===== src/rtl/lcd_sprite_engine_pkg.sv =====
// lcd_pkg: shared constants and the FSM state type for the PCD8544 sprite engine.
//   CMD_*      : PCD8544 command opcodes used by init and cursor placement
//   *_DEF      : default display geometry (84 columns x 6 banks)
//   state_e    : engine FSM states, also exported on the debug port
package lcd_pkg;
    localparam logic [7:0] CMD_FUNC_EXT    = 8'h21;
    localparam logic [7:0] CMD_FUNC_BASIC  = 8'h20;
    localparam logic [7:0] CMD_DISP_NORMAL = 8'h0C;
    localparam logic [7:0] CMD_SET_Y       = 8'h40;
    localparam logic [7:0] CMD_SET_X       = 8'h80;

    localparam int LCD_COLS_DEF  = 84;
    localparam int LCD_BANKS_DEF = 6;
    localparam int INIT_LEN      = 6;

    typedef enum logic [3:0] {
        ST_INIT,
        ST_CLEAR,
        ST_IDLE,
        ST_CHECK,
        ST_SETY,
        ST_SETX,
        ST_FETCH,
        ST_LOAD,
        ST_SEND
    } state_e;
endpackage


===== src/rtl/lcd_sprite_engine_if.sv =====
// Request and byte-stream bundle between the client (master) and the sprite engine (slave).
//   req_*  : draw request, transferred on the cycle where req_valid & req_ready are both high
//   tx_*   : byte stream towards the SPI byte master, transferred when tx_valid & tx_ready
// Handshake: a producer holds valid and its payload unchanged until the cycle where the
// consumer's ready is also high; that cycle is the transfer, nothing else counts.
interface lcd_sprite_engine_if #(
    parameter int ID_W = 3
);
    logic            req_valid;
    logic            req_ready;
    logic [ID_W-1:0] req_id;
    logic [6:0]      req_x;
    logic [2:0]      req_y;
    logic            req_mirror;
    logic            req_clear;

    logic            tx_valid;
    logic            tx_ready;
    logic [7:0]      tx_byte;
    logic            tx_dc;

    modport master (
        output req_valid, req_id, req_x, req_y, req_mirror, req_clear,
        input  req_ready,
        input  tx_valid, tx_byte, tx_dc,
        output tx_ready
    );

    modport slave (
        input  req_valid, req_id, req_x, req_y, req_mirror, req_clear,
        output req_ready,
        output tx_valid, tx_byte, tx_dc,
        input  tx_ready
    );
endinterface


===== src/rtl/lcd_sprite_engine_init_seq.sv =====
// lcd_init_seq: combinational table mapping an init step index to its command byte.
//   idx : step 0..5 (others return 0x00)
//   cmd : command byte for that step
module lcd_init_seq
    import lcd_pkg::*;
#(
    parameter logic [7:0] VOP = 8'h90
) (
    input  logic [2:0] idx,
    output logic [7:0] cmd
);
    always_comb begin
        cmd = 8'h00;
        case (idx)
            3'd0:    cmd = CMD_FUNC_EXT;
            3'd1:    cmd = VOP;
            3'd2:    cmd = CMD_FUNC_BASIC;
            3'd3:    cmd = CMD_DISP_NORMAL;
            3'd4:    cmd = CMD_SET_Y;
            3'd5:    cmd = CMD_SET_X;
            default: cmd = 8'h00;
        endcase
    end
endmodule


===== src/rtl/lcd_sprite_engine.sv =====
// lcd_sprite_engine: PCD8544 sprite renderer. After reset it sends the init commands and
// clears the whole display, then draws (or erases) sprites from an external sync ROM with
// right/bottom clipping and optional horizontal mirroring.
//   clk, reset : clock, synchronous active-low reset
//   bus        : request + tx byte stream (slave side)
//   rom_addr   : sprite ROM address; rom_data returns one cycle later
//   init_done  : set once init+clear finished, cleared only by reset
//   busy       : not in IDLE
//   req_err    : one-cycle pulse when an accepted request had no visible bank
//   state_dbg  : current FSM state
module lcd_sprite_engine
    import lcd_pkg::*;
#(
    parameter int         SPR_W     = 8,
    parameter int         SPR_BANKS = 2,
    parameter int         N_SPR     = 8,
    parameter int         LCD_COLS  = LCD_COLS_DEF,
    parameter int         LCD_BANKS = LCD_BANKS_DEF,
    parameter logic [7:0] VOP       = 8'h90,
    parameter int         ID_W      = $clog2(N_SPR),
    parameter int         AW        = $clog2(N_SPR * SPR_W * SPR_BANKS)
) (
    input  logic                 clk,
    input  logic                 reset,
    lcd_sprite_engine_if.slave   bus,
    output logic [AW-1:0]        rom_addr,
    input  logic [7:0]           rom_data,
    output logic                 init_done,
    output logic                 busy,
    output logic                 req_err,
    output state_e               state_dbg
);
    localparam int CLEAR_LEN = LCD_COLS * LCD_BANKS;
    localparam int NW = $clog2(CLEAR_LEN + 1);
    localparam int CW = $clog2(SPR_W + 1);
    localparam int BW = $clog2(SPR_BANKS + 1);

    localparam logic [7:0]    COLS_L   = 8'(LCD_COLS);
    localparam logic [3:0]    BANKS_L  = 4'(LCD_BANKS);
    localparam logic [CW-1:0] SPR_W_L  = CW'(SPR_W);
    localparam logic [BW-1:0] SPR_B_L  = BW'(SPR_BANKS);

    state_e          state_q, state_d;
    logic [NW-1:0]   cnt_q, cnt_d;
    logic [BW-1:0]   b_q, b_d;
    logic [CW-1:0]   c_q, c_d;
    logic            drawn_q, drawn_d;
    logic [ID_W-1:0] id_q, id_d;
    logic [6:0]      x_q, x_d;
    logic [2:0]      y_q, y_d;
    logic            mirror_q, mirror_d;
    logic            clear_q, clear_d;
    logic            tx_valid_q, tx_valid_d;
    logic [7:0]      tx_byte_q, tx_byte_d;
    logic            tx_dc_q, tx_dc_d;
    logic            init_done_q, init_done_d;
    logic            req_err_q, req_err_d;

    logic            hs;
    logic [2:0]      init_idx;
    logic [7:0]      init_cmd;
    logic [3:0]      row;
    logic [CW-1:0]   c_next;
    logic [7:0]      x_next;
    logic [CW-1:0]   col;

    // While a command is pending the table already points at the following step,
    // so the next byte can be loaded on the same cycle the current one transfers.
    assign init_idx = tx_valid_q ? (cnt_q[2:0] + 3'd1) : cnt_q[2:0];

    lcd_init_seq #(.VOP(VOP)) u_init_seq (
        .idx (init_idx),
        .cmd (init_cmd)
    );

    assign hs     = tx_valid_q & bus.tx_ready;
    assign row    = {1'b0, y_q} + 4'(b_q);
    assign c_next = c_q + CW'(1);
    assign x_next = {1'b0, x_q} + 8'(c_next);
    assign col    = mirror_q ? (SPR_W_L - CW'(1) - c_q) : c_q;

    assign rom_addr = AW'(int'(id_q) * SPR_W * SPR_BANKS + int'(b_q) * SPR_W + int'(col));

    assign bus.req_ready = (state_q == ST_IDLE);
    assign bus.tx_valid  = tx_valid_q;
    assign bus.tx_byte   = tx_byte_q;
    assign bus.tx_dc     = tx_dc_q;
    assign init_done     = init_done_q;
    assign busy          = (state_q != ST_IDLE);
    assign req_err       = req_err_q;
    assign state_dbg     = state_q;

    always_ff @(posedge clk) begin
        if (!reset) begin
            state_q     <= ST_INIT;
            cnt_q       <= '0;
            b_q         <= '0;
            c_q         <= '0;
            drawn_q     <= 1'b0;
            id_q        <= '0;
            x_q         <= '0;
            y_q         <= '0;
            mirror_q    <= 1'b0;
            clear_q     <= 1'b0;
            tx_valid_q  <= 1'b0;
            tx_byte_q   <= 8'h00;
            tx_dc_q     <= 1'b0;
            init_done_q <= 1'b0;
            req_err_q   <= 1'b0;
        end else begin
            state_q     <= state_d;
            cnt_q       <= cnt_d;
            b_q         <= b_d;
            c_q         <= c_d;
            drawn_q     <= drawn_d;
            id_q        <= id_d;
            x_q         <= x_d;
            y_q         <= y_d;
            mirror_q    <= mirror_d;
            clear_q     <= clear_d;
            tx_valid_q  <= tx_valid_d;
            tx_byte_q   <= tx_byte_d;
            tx_dc_q     <= tx_dc_d;
            init_done_q <= init_done_d;
            req_err_q   <= req_err_d;
        end
    end

    always_comb begin
        state_d     = state_q;
        cnt_d       = cnt_q;
        b_d         = b_q;
        c_d         = c_q;
        drawn_d     = drawn_q;
        id_d        = id_q;
        x_d         = x_q;
        y_d         = y_q;
        mirror_d    = mirror_q;
        clear_d     = clear_q;
        tx_valid_d  = tx_valid_q;
        tx_byte_d   = tx_byte_q;
        tx_dc_d     = tx_dc_q;
        init_done_d = init_done_q;
        req_err_d   = 1'b0;

        case (state_q)
            ST_INIT: begin
                if (!tx_valid_q) begin
                    tx_valid_d = 1'b1;
                    tx_byte_d  = init_cmd;
                    tx_dc_d    = 1'b0;
                end else if (hs) begin
                    if (cnt_q == NW'(INIT_LEN - 1)) begin
                        cnt_d     = '0;
                        tx_byte_d = 8'h00;
                        tx_dc_d   = 1'b1;
                        state_d   = ST_CLEAR;
                    end else begin
                        cnt_d     = cnt_q + NW'(1);
                        tx_byte_d = init_cmd;
                    end
                end
            end
            ST_CLEAR: begin
                if (hs) begin
                    if (cnt_q == NW'(CLEAR_LEN - 1)) begin
                        cnt_d       = '0;
                        tx_valid_d  = 1'b0;
                        init_done_d = 1'b1;
                        state_d     = ST_IDLE;
                    end else begin
                        cnt_d = cnt_q + NW'(1);
                    end
                end
            end
            ST_IDLE: begin
                if (bus.req_valid) begin
                    id_d     = bus.req_id;
                    x_d      = bus.req_x;
                    y_d      = bus.req_y;
                    mirror_d = bus.req_mirror;
                    clear_d  = bus.req_clear;
                    b_d      = '0;
                    c_d      = '0;
                    drawn_d  = 1'b0;
                    state_d  = ST_CHECK;
                end
            end
            ST_CHECK: begin
                if (b_q == SPR_B_L) begin
                    req_err_d = ~drawn_q;
                    state_d   = ST_IDLE;
                end else if (({1'b0, x_q} >= COLS_L) || (row >= BANKS_L)) begin
                    b_d = b_q + BW'(1);
                end else begin
                    drawn_d    = 1'b1;
                    tx_valid_d = 1'b1;
                    tx_byte_d  = CMD_SET_Y | {5'b0, row[2:0]};
                    tx_dc_d    = 1'b0;
                    state_d    = ST_SETY;
                end
            end
            ST_SETY: begin
                if (hs) begin
                    tx_byte_d = CMD_SET_X | {1'b0, x_q};
                    state_d   = ST_SETX;
                end
            end
            ST_SETX: begin
                if (hs) begin
                    tx_valid_d = 1'b0;
                    c_d        = '0;
                    state_d    = ST_FETCH;
                end
            end
            // rom_addr is presented here; the ROM answers during ST_LOAD.
            ST_FETCH: begin
                state_d = ST_LOAD;
            end
            ST_LOAD: begin
                tx_valid_d = 1'b1;
                tx_byte_d  = clear_q ? 8'h00 : rom_data;
                tx_dc_d    = 1'b1;
                state_d    = ST_SEND;
            end
            ST_SEND: begin
                if (hs) begin
                    tx_valid_d = 1'b0;
                    if ((c_next == SPR_W_L) || (x_next == COLS_L)) begin
                        c_d     = '0;
                        b_d     = b_q + BW'(1);
                        state_d = ST_CHECK;
                    end else begin
                        c_d     = c_next;
                        state_d = ST_FETCH;
                    end
                end
            end
            default: state_d = ST_INIT;
        endcase
    end
endmodule

===== src/flat_wrapper.sv =====
// flat-port wrapper written by rule: the top's interface ports become plain ports
module lcd_sprite_engine_flat import lcd_pkg::*;
#(
    parameter int         SPR_W     = 8,
    parameter int         SPR_BANKS = 2,
    parameter int         N_SPR     = 8,
    parameter int         LCD_COLS  = LCD_COLS_DEF,
    parameter int         LCD_BANKS = LCD_BANKS_DEF,
    parameter logic [7:0] VOP       = 8'h90,
    parameter int         ID_W      = $clog2(N_SPR),
    parameter int         AW        = $clog2(N_SPR * SPR_W * SPR_BANKS)
)
  (clk, reset, rom_addr, rom_data, init_done, busy, req_err, state_dbg, bus_req_valid, bus_req_id, bus_req_x, bus_req_y, bus_req_mirror, bus_req_clear, bus_req_ready, bus_tx_valid, bus_tx_byte, bus_tx_dc, bus_tx_ready);
  lcd_sprite_engine_if #(.ID_W(ID_W)) bus_i ();
  input  logic clk;
  input  logic reset;
  output logic [AW-1:0] rom_addr;
  input  logic [7:0] rom_data;
  output logic init_done;
  output logic busy;
  output logic req_err;
  output state_e state_dbg;
  input wire logic [$bits(bus_i.req_valid)-1:0] bus_req_valid;
  input wire logic [$bits(bus_i.req_id)-1:0] bus_req_id;
  input wire logic [$bits(bus_i.req_x)-1:0] bus_req_x;
  input wire logic [$bits(bus_i.req_y)-1:0] bus_req_y;
  input wire logic [$bits(bus_i.req_mirror)-1:0] bus_req_mirror;
  input wire logic [$bits(bus_i.req_clear)-1:0] bus_req_clear;
  output wire logic [$bits(bus_i.req_ready)-1:0] bus_req_ready;
  output wire logic [$bits(bus_i.tx_valid)-1:0] bus_tx_valid;
  output wire logic [$bits(bus_i.tx_byte)-1:0] bus_tx_byte;
  output wire logic [$bits(bus_i.tx_dc)-1:0] bus_tx_dc;
  input wire logic [$bits(bus_i.tx_ready)-1:0] bus_tx_ready;
  assign bus_i.req_valid = bus_req_valid;
  assign bus_i.req_id = bus_req_id;
  assign bus_i.req_x = bus_req_x;
  assign bus_i.req_y = bus_req_y;
  assign bus_i.req_mirror = bus_req_mirror;
  assign bus_i.req_clear = bus_req_clear;
  assign bus_req_ready = bus_i.req_ready;
  assign bus_tx_valid = bus_i.tx_valid;
  assign bus_tx_byte = bus_i.tx_byte;
  assign bus_tx_dc = bus_i.tx_dc;
  assign bus_i.tx_ready = bus_tx_ready;
  lcd_sprite_engine #(.SPR_W(SPR_W), .SPR_BANKS(SPR_BANKS), .N_SPR(N_SPR), .LCD_COLS(LCD_COLS), .LCD_BANKS(LCD_BANKS), .VOP(VOP), .ID_W(ID_W), .AW(AW)) u_core (.clk(clk), .reset(reset), .bus(bus_i), .rom_addr(rom_addr), .rom_data(rom_data), .init_done(init_done), .busy(busy), .req_err(req_err), .state_dbg(state_dbg));
endmodule

===== config.mk =====
export PLATFORM = sky130hd
export DESIGN_NAME = lcd_sprite_engine_flat
export DESIGN_NICKNAME = d
export VERILOG_FILES = /design/src/rtl/lcd_sprite_engine_pkg.sv /design/src/rtl/lcd_sprite_engine_if.sv /design/src/rtl/lcd_sprite_engine_init_seq.sv /design/src/rtl/lcd_sprite_engine.sv /design/src/flat_wrapper.sv
export SDC_FILE = /design/constraint.sdc
export NUM_CORES = 1
export LEC_CHECK = 0
export BUFFER_PORTS_ARGS = -buffer_cell sky130_fd_sc_hd__buf_2
export CAP_MARGIN = 20
export CORE_MARGIN = 8
export CORE_UTILIZATION = 48
export CTS_CLUSTER_SIZE = 24
export DETAILED_ROUTE_END_ITERATION = 10
export PLACE_DENSITY = 0.81
export RECOVER_POWER = 100
export SYNTH_ARGS = -nofsm -noshare
export SYNTH_HDL_FRONTEND = slang
export SYNTH_SLANG_ARGS = --single-unit

===== constraint.sdc =====
create_clock -name clk -period 7.7 [get_ports clk]
set_input_delay 0.385 -clock clk [delete_from_list [all_inputs] [get_ports clk]]
set_output_delay 0.385 -clock clk [all_outputs]
set_load 0.1 [all_outputs]

==> results.cfg <==
[yosys]
synth.cell_area_mm2 = 0.00285
synth_warnings = 0
synthArstFlopShare_pct = 0
synth_area_per_cell_um2 = 8.02
ys_seq_area_share_pct = 33.0
yosys-top-cells-area = dfxtp_1 (33%), nand2_1 (7.2%), ha_1 (5.7%)
synth_top_area_cell = dfxtp_1
synth_cell_types = 61
netlist_instances = 355
ys_ff_latch = 47
synth-main-ff-cell = dfxtp_1
synth_edf_count = 0
syn_nets = 398
synth_top_area_share_pct = 33.0

[power_and_ir_drop]
intPower_uw = 347
p_per_area_mw_per_mm2 = 153
pwr-share-seq_pct = 52.2
swShare_pct = 28.7
ir_worst_vdd_uv = 157
leakagePower_nw = 1.21
p_sw_uw = 139
finalPower_uw = 486
power_frac_clock_pct = 34.4
power_frac_comb_pct = 13.4

[setup_path]
r2r_slack_ns = 3.90
criticalPathCategory = reg -> reg
start_kind = flop
reg2reg_to = u_core.bus.tx_byte[0]$_SDFFE_PN0P_
crit_fanout = 16
r2r_start = u_core.b_q[0]$_SDFFE_PN0P_
cp-end-kind = flop
cp.required_ns = 7.90
reg2regPathDepth = 9
crit_arrival_ns = 4.00

[global_routing]
grt_max_degree = 30
grt_pass1_vias = 2649
overflow = 0
grtUsageTotal_pct = 17.7
grt_pass1_wl_um = 12600
grt_antenna_before_repair = 0

[timing]
max_freq_mhz = 263
skew_ns = 0.00917
setup_viol = 0
finalCritPeriodShare_pct = 49.4
min_period_ns = 3.80
tightest_slew_ns = 1.56
fin_hold_ws_ns = 0.303
hold_viol = 0
max_slew_margin_pct = -4.75
layout_setup_ws_ns = 3.90
slew_violations = 17
fin_setup_tns_ns = 0
rsz0062_at_grt = false

[cts]
clock_sinks = 47
cts.path.max_buffers = 2
clockRootBuffer = clkbuf_8
cts_tree = built
cts.htree.levels = 2
clock_latency_ns = 0.31
cts.clk_slew.worst_paths_ns = 0.09
post_cts_resize_count = 0
cts_buffers = 5
postCtsSetupBuffers = 0
hold_buffers = 0

[cells_and_area]
fillerInstances = 566
drive_above_1_share_pct = 10.2
final_area_mm2 = 0.00317
num_antenna_cells = 0
final_cell_mix = nand2_1 (55), dfxtp_1 (47), nor2_1 (35)
layout_commonest_cell = nand2_1
nNetsFinal = 436
areaGrowthSynthToFinish_pct = 11.2

[die]
die_area_mm2 = 0.00865
core_area_mm2 = 0.00582
fp.dieW_um = 93.0
rows = 28
die_height_um = 93.0
start_util_pct = 49.0
num_io_pins = 52

[route]
antenna_left = 0
vias = 2727
vias_per_cell = 5.81
wirelength_um = 7500
drtIter0Drc = 274
wl_met3_um = 458
highest_layer = met4
routedWlPerCell_um = 16.0
drtPass1Iterations = 4
drc = 0
met2_length_um = 3640
met1Wirelength_um = 3280

[run_status]
violations = capacitance limit, slew limit
status = finished with violations

[worst_hold_path]
hold_depth = 3
hp-class = in -> reg
holdPathEnd = u_core.id_q[0]$_SDFFE_PN0P_
holdCritStartpoint = bus_req_id[0]

[job]
cap_violations = 1

[placement]
place_ws_ns = 4.69
gp_congestion = 0.871
io_buffers = 51
hpwl_um = 5550
dpl_cell_area_mm2 = 0.00311
[layout make-up]
type | count | area, um^2 | share of cell area (%)
multi-input cells | 270 | 1740 | 54.9
flip-flops and latches | 47 | 941 | 29.7
repair buffers | 52 | 231 | 7.31
clock buffers | 8 | 100 | 3.16
well taps | 75 | 93.8 | 2.96
inverters | 17 | 63.8 | 2.01
[registers in the layout, summed over array words and instances (netlist names), 2 cells and up]
register and count:
u_core.c_q 4, u_core.state_dbg 4, u_core.y_q 3, u_core.cnt_q 9, u_core.id_q 3, u_core.b_q 2
u_core.bus.tx_byte 8, u_core.x_q 7
[synthesized netlist by cell type (all sizes together), types with 3 or more instances]
cell    instances
nor2           36
and3            3
xor2            8
inv            16
dfxtp          47
ha             13
o32a            3
and2            3
clkbuf         14
nand2          55
fa              3
nor3            9
o21ai          10
mux2i           3
o22ai           4
a211oi          4
o211ai          5
a221oi          4
o211a           5
xnor2          14
nand3           8
buf             7
o31a            3
nand4           3
a22o            3
or3             3
a21oi          29
[power by group through the flow]
stage	logic (mW)	registers, mW	clock network (mW)
after global routing	0.0692	0.255	0.180
after floorplan	0.0253	0.284	0
after detailed placement	0.0662	0.259	0
after global placement	0.0649	0.259	0
final	0.0649	0.254	0.167
after CTS	0.0666	0.254	0.169
[metal layers]
layer  GRT usage, %  vias up
li1               -     1339
met1           21.9     1291
met2           29.8       81
met3           3.93       16
met4           5.64        0
met5              0        -
[cell families (layout without fill, tap and decap cells)]
family / Yosys count / count (layout) / share of synthesized area [%]
mux: 5 / 5 / 1.85
xor+xnor: 22 / 22 / 6.77
compound gates: 90 / 90 / 22.0
simple gates: 137 / 137 / 23.1
flops: 47 / 47 / 33.0
buf+inv: 38 / 77 / 5.45
fa+ha+maj: 16 / 16 / 7.82
[worst max-delay path by stage]
stage | to | start | cells after the start
2_1_floorplan | busy | u_core.state_dbg[1]$_SDFFE_PN0P_ | 3
3_3_place_gp | u_core.bus.tx_byte[2]$_SDFFE_PN0P_ | u_core.b_q[0]$_SDFFE_PN0P_ | 9
3_5_place_dp | u_core.bus.tx_byte[1]$_SDFFE_PN0P_ | u_core.b_q[0]$_SDFFE_PN0P_ | 9
4_1_cts | u_core.bus.tx_byte[1]$_SDFFE_PN0P_ | u_core.b_q[0]$_SDFFE_PN0P_ | 9
5_1_grt | u_core.bus.tx_byte[0]$_SDFFE_PN0P_ | u_core.b_q[0]$_SDFFE_PN0P_ | 9
6_report | u_core.bus.tx_byte[0]$_SDFFE_PN0P_ | u_core.b_q[0]$_SDFFE_PN0P_ | 9
[metrics by stage]
stage | std cells | utilization, %
final | 469 | 54.5
after global placement | 460 | 53.4
after global routing | 469 | 54.5
after CTS | 468 | 55.1
after floorplan | 355 | -
after detailed placement | 460 | 53.4
[worst max-delay path, cell delays in order, from the launching register on]
cell and delay, ns:
dfxtp_1 0.40, ha_1 0.20, inv_1 0.07, fa_1 0.61
nor2b_1 0.07, o32a_1 0.36, o31a_1 0.30, nor3_1 1.23
o211ai_1 0.24, o211a_1 0.22
(Power assumes the default switching activity.)
